File: src/rtl/reg_status_file.sv
// reg_status_file: architectural register file plus rename-tag table.
// Issue records the producing ROB tag for a destination register. Commit
// writes the value and releases the tag if it still belongs to the committing
// entry. A flush clears every tag. Operand lookup is combinational and
// resolves pending tags through the ROB ready/value query.
// Optional build macro RF_CMT_BYPASS_EN: forwards a same-cycle commit straight
// to lookup when it releases the tag being read.
module reg_status_file #(
  parameter int REG_BIT = 5,
  parameter int ROB_BIT = 4,
  parameter int DAT_W   = 32
) (
  input  logic               clk,
  input  logic               rst,
  input  logic               en,
  input  logic               flush_i,
  input  logic               is_en_i,
  input  logic [REG_BIT-1:0] is_rd_i,
  input  logic [ROB_BIT-1:0] is_q_i,
  input  logic [REG_BIT-1:0] rs1_i,
  input  logic [REG_BIT-1:0] rs2_i,
  output logic [ROB_BIT-1:0] qj_o,
  output logic [ROB_BIT-1:0] qk_o,
  output logic [DAT_W-1:0]   vj_o,
  output logic [DAT_W-1:0]   vk_o,
  output logic [ROB_BIT-1:0] rob_reqqj_o,
  output logic [ROB_BIT-1:0] rob_reqqk_o,
  input  logic               rob_rdyj_i,
  input  logic               rob_rdyk_i,
  input  logic [DAT_W-1:0]   rob_rdyvj_i,
  input  logic [DAT_W-1:0]   rob_rdyvk_i,
  input  logic               cmt_en_i,
  input  logic [REG_BIT-1:0] cmt_rd_i,
  input  logic [ROB_BIT-1:0] cmt_q_i,
  input  logic [DAT_W-1:0]   cmt_v_i
);

  localparam int NREG = 1 << REG_BIT;

  logic [DAT_W-1:0]   val [NREG];
  logic [ROB_BIT-1:0] tag [NREG];

  logic cmt_wr;
  logic is_wr;
  logic byp_j;
  logic byp_k;

  // Writes to x0 are discarded, so x0 keeps value 0 and tag 0 forever.
  assign cmt_wr = cmt_en_i && (cmt_rd_i != '0);
  assign is_wr  = is_en_i && (is_rd_i != '0);

  // State update: reset, then flush (commit value still lands, tags all drop), then normal operation.
  always_ff @(posedge clk) begin
    if (rst) begin
      val <= '{default: '0};
      tag <= '{default: '0};
    end else if (flush_i) begin
      if (cmt_wr) val[cmt_rd_i] <= cmt_v_i;
      tag <= '{default: '0};
    end else if (en) begin
      if (cmt_wr) begin
        val[cmt_rd_i] <= cmt_v_i;
        // A younger producer may already own the register; only release our own tag.
        if (tag[cmt_rd_i] == cmt_q_i) tag[cmt_rd_i] <= '0;
      end
      // Issue after commit so a same-cycle rename of the same register wins.
      if (is_wr) tag[is_rd_i] <= is_q_i;
    end
  end

  // Commit-to-lookup bypass qualifiers.
  always_comb begin
    byp_j = 1'b0;
    byp_k = 1'b0;
`ifdef RF_CMT_BYPASS_EN
    byp_j = cmt_wr && (cmt_rd_i == rs1_i) && (tag[rs1_i] == cmt_q_i);
    byp_k = cmt_wr && (cmt_rd_i == rs2_i) && (tag[rs2_i] == cmt_q_i);
`endif
  end

  // Resolve one operand: architected value, forwarded commit, ROB result, or pending tag.
  function automatic logic [ROB_BIT+DAT_W-1:0] resolve(
    input logic               zero_reg,
    input logic [ROB_BIT-1:0] t,
    input logic [DAT_W-1:0]   v,
    input logic               byp,
    input logic [DAT_W-1:0]   bv,
    input logic               rdy,
    input logic [DAT_W-1:0]   rv
  );
    logic [ROB_BIT-1:0] q;
    logic [DAT_W-1:0]   d;
    q = '0;
    d = '0;
    if (zero_reg) begin
      q = '0;
      d = '0;
    end else if (t == '0) begin
      d = v;
    end else if (byp) begin
      d = bv;
    end else if (rdy) begin
      d = rv;
    end else begin
      q = t;
    end
    return {q, d};
  endfunction

  // Combinational operand lookup for both source registers.
  always_comb begin
    rob_reqqj_o = tag[rs1_i];
    rob_reqqk_o = tag[rs2_i];
    {qj_o, vj_o} = resolve(rs1_i == '0, tag[rs1_i], val[rs1_i], byp_j, cmt_v_i,
                           rob_rdyj_i, rob_rdyvj_i);
    {qk_o, vk_o} = resolve(rs2_i == '0, tag[rs2_i], val[rs2_i], byp_k, cmt_v_i,
                           rob_rdyk_i, rob_rdyvk_i);
  end

endmodule

File: config.mk
export PLATFORM = sky130hd
export DESIGN_NAME = reg_status_file
export DESIGN_NICKNAME = d
export VERILOG_FILES = /design/src/rtl/reg_status_file.sv
export SDC_FILE = /design/constraint.sdc
export NUM_CORES = 2
export LEC_CHECK = 0
export BUFFER_PORTS_ARGS = -buffer_cell sky130_fd_sc_hd__buf_2
export CAP_MARGIN = 5
export CORE_MARGIN = 2
export CORE_UTILIZATION = 55
export CTS_CLUSTER_DIAMETER = 60
export DETAILED_ROUTE_END_ITERATION = 10
export PLACE_DENSITY = 0.72
export SYNTH_ARGS = -nofsm -noshare
export SYNTH_HDL_FRONTEND = slang
export SYNTH_SLANG_ARGS = --single-unit
File: constraint.sdc
create_clock -name clk -period 2.59 [get_ports clk]
set_input_delay 0.1295 -clock clk [delete_from_list [all_inputs] [get_ports clk]]
set_output_delay 0.1295 -clock clk [all_outputs]
set_load 0.05 [all_outputs]
==> summary.md <==
| Metric | Value |
|---|---|
| Status | finished, violations left |
| Failing checks | negative setup slack |
| Layer with the highest usage | met2 |
| Worst Path Required | 2.46 ns |
| Vias in the first global route | ~57000 |
| GPL Wtd Cong | 1.045 |
| Max clock buf depth | 3 |
| WL/cell | 30.01 um |
| FF+latch count, synth | 1152 |
| Grt total ovfl | 0 |
| Grt met1 use | 53.14% |
| Worst-skew pair later-pin latency | 0.74 ns |
| DR pass1 iterations | 9 |
| Boundary Pins | roughly 210 |
| Layout area overhead | 23.26% |
| Final Instance Count excl. Fillers | 8474 |
| Syn Inst Count | 6605 |
| Initial Util | 55.50% |
| Max Fclk | 273.6 MHz |
| R2R depth | 14 |
| Crit share post-route | 141.1% |
| Number of placed cells counting well taps | ~8000 |
| Pleak | 0.02541 uW |
| H-tree levels | 3 |
| Total Routing Usage GR | around 43% |
| Critical Path Source Type | flop |
| Max-slew violations | 0 |
| Post-synth EDFFs | 0 |
| Number of core rows | around 120 |
| FILL cells | 8148 |
| Final setup fails | 204 |
| Dominant cells by area after synthesis | dfxtp_1 (37%), mux4_2 (25%), nand2_1 (13%) |
| DR iter-0 viols | 9684 |
| Clk_skew | 0.01512 ns |
| Die height | 338.4 um |
| Via Count | about 59000 |
| Crit Path Category | flop to output pin |
| Synthesized area | 0.06150 mm^2 |
| Final hold vios | 0 |
| First-pass GRT wire length | approximately 370000 um |
| Max-capacitance violation count | 0 |
| Slew @ Worst Pin | around 1.3 ns |
| Total power | 40700 uW |
| Crit path largest cell delay | 0.57 ns |
| Asr flop ratio synth | 0% |
| Synth warn | 0 |
| CTS sink cnt | approximately 1200 |
| Hold Crit Class | primary input to flop |
| Worst Hold Path Cells | 6 |
| CTS Root Cell | clkbuf_16 |
| Pwr/cell area | 536.9 mW/mm^2 |
| Critical Path, Cell by Cell | mux4_2, nand2b_4, a221oi_4, a31oi_4, or4_4, buf_12, buf_16, mux2i_4, buf_4 |
| FF-to-FF setup slack | -0.20 ns |
| CTS tree | built |
| Final net count | between 7000 and 8000 |
| M3 GR Usage | around 14% |
| Die width | roughly 340 um |
| Layout cell share with drive strength beyond 1 | roughly 29% |
| Final ANT Viol Nets | 0 |
| CP max FO | 8 |
| Initial antenna violation count | 9 |
| Final min period | about 3.7 ns |
| Total CTS buffers | 117 |
| Sequential share of the synthesized area | between 30% and 40% |
| Worst vdd ir | 575.8 uV |
| Slew HR | 16.02% |
| Vias per cell | roughly 7.0 |
| Top-area cell type share of the netlist area | 37.50% |
| Met2 GRT Util | 61.57% |
| RSZ-0062 raised after global routing | true |
| Dpl hpwl | 156300 um |
| Most used DFF post-synth | dfxtp_1 |
| WL final | 254300 um |
| Core ar. | 0.1108 mm^2 |
| Worst-path clk slew | 0.06 ns |
| DRC Markers | 0 |
| Mapped Avg Cell Area | 9.311 um^2 |
| Worst slack, placed | -0.4749 ns |
| Syn Nets | 6737 |
| Worst Setup Slack, final | -1.065 ns |
| Slowest CP cell | or4_4 |
| Pin count of the biggest net entering global routing | 238 |
| Cell taking the most area after synthesis | dfxtp_1 |
| # port buffers | 211 |
| Setup crit end kind | output pin |
| Die area | ~0.11 mm^2 |
| Worst EP arrival | approximately 3.5 ns |
| Yosys cell types | 53 |
-- where the power goes --
group / internal [uW] / switching (uW) / total (uW)
sequential: 17800 / 73.1 / 17900
clock: 10800 / 7710 / 18500
combinational: 1600 / 2750 / 4350
total: 30200 / 10500 / 40700
-- routing by layer --
| layer | wire length, um | share of wire (%) |
|---|---|---|
| met1 | 85450 | 34 |
| met2 | 107600 | 42 |
| met3 | 38530 | 15 |
| met4 | 22640 | 8.9 |
| met5 | 102 | 0.040 |
-- cells in the mapped netlist, types with 5 or more instances --
cell	count
a21oi_1	1046
mux2_2	36
a22o_1	16
nand3b_1	8
nand3_1	71
a221oi_1	13
or4bb_1	6
dfxtp_1	1152
a31oi_1	108
a21boi_0	104
mux4_2	690
buf_2	108
o31ai_2	26
a22oi_1	104
nand2_1	2067
buf_1	43
nor3_1	22
and2_1	7
nand2b_1	6
nor2b_1	38
buf_6	7
mux2i_1	160
or2_2	7
o22ai_1	32
nor2_1	139
clkbuf_1	506
nor4_1	8
inv_1	10
and3_1	5
-- what timing repair did --
| item | in CTS | in global routing |
|---|---|---|
| gates resized for setup | 250 | 178 |
| hold buffers | 43 | 0 |
| endpoints found under the setup margin | 201 | 204 |
| pin swaps | 18 | 19 |
| gates cloned | 7 | 11 |
| buffers inserted | 10 | 12 |
| hold endpoints to repair | 995 | 0 |
-- kinds of logic after synthesis --
group,share of synthesized area [%]
xor gates and xnor gates,0.05696
DFF,37.50
AOI/OAI and AO/OA,13.68
buffers and inverters,4.610
and+or+nand+nor,15.50
muxes,28.66
-- flip-flops by register name, summed over array words and instances, names as in the netlist --
signal,count
val,1024
tag,128
-- metrics by stage --
step	setup TNS [ns]	cell area (um^2)	utilization, %	hold WS (ns)
4_1_cts	-64.25	74330	67.08	0.1879
3_3_place_gp	-56.68	68600	61.90	0.4473
2_1_floorplan	-11.44	62450	-	0.2655
3_5_place_dp	-58.28	68600	61.90	0.4569
6_report	-84.98	75800	68.40	0.2474
5_1_grt	-95.39	75790	68.39	0.2510
-- layout make-up --
cell class	count	area [um^2]	share of cell area (%)
diodes	8	20.02	0.02641
clock buffers	160	3351	4.420
clock inverters	59	829.5	1.094
inverters	12	55.05	0.07263
multi-input cells	4769	38000	50.13
flip-flops and latches	1152	23110	30.49
well taps	1488	1862	2.456
repair buffers	826	8571	11.31
-- critical path, delay by kind of cell (launching register included) --
kind,cells,cell delay (ns)
multiplexers,2,0.70
AO/OA/AOI/OAI,2,0.41
buffers and inverters,3,0.58
flip-flops,1,0.34
AND/OR/NAND/NOR,2,0.74
-- cells in the final DEF, fill, tap and decap left out, types with 106 or more instances in the layout --
cell type	instances
nand2_1	2034
mux2i_1	115
buf_2	120
buf_4	398
mux4_2	693
nor2_1	106
clkbuf_16	129
dfxtp_1	1126
buf_12	138
a21oi_1	1025
-- worst paths after layout --
path / end / startpoint
setup / recovery: vj_o[6] / tag[106]
hold / removal: tag[110] / cmt_en_i
hold reg to reg: val[802] / val[802]
setup reg to reg: tag[55] / tag[102]
(Power assumes the default switching activity.)
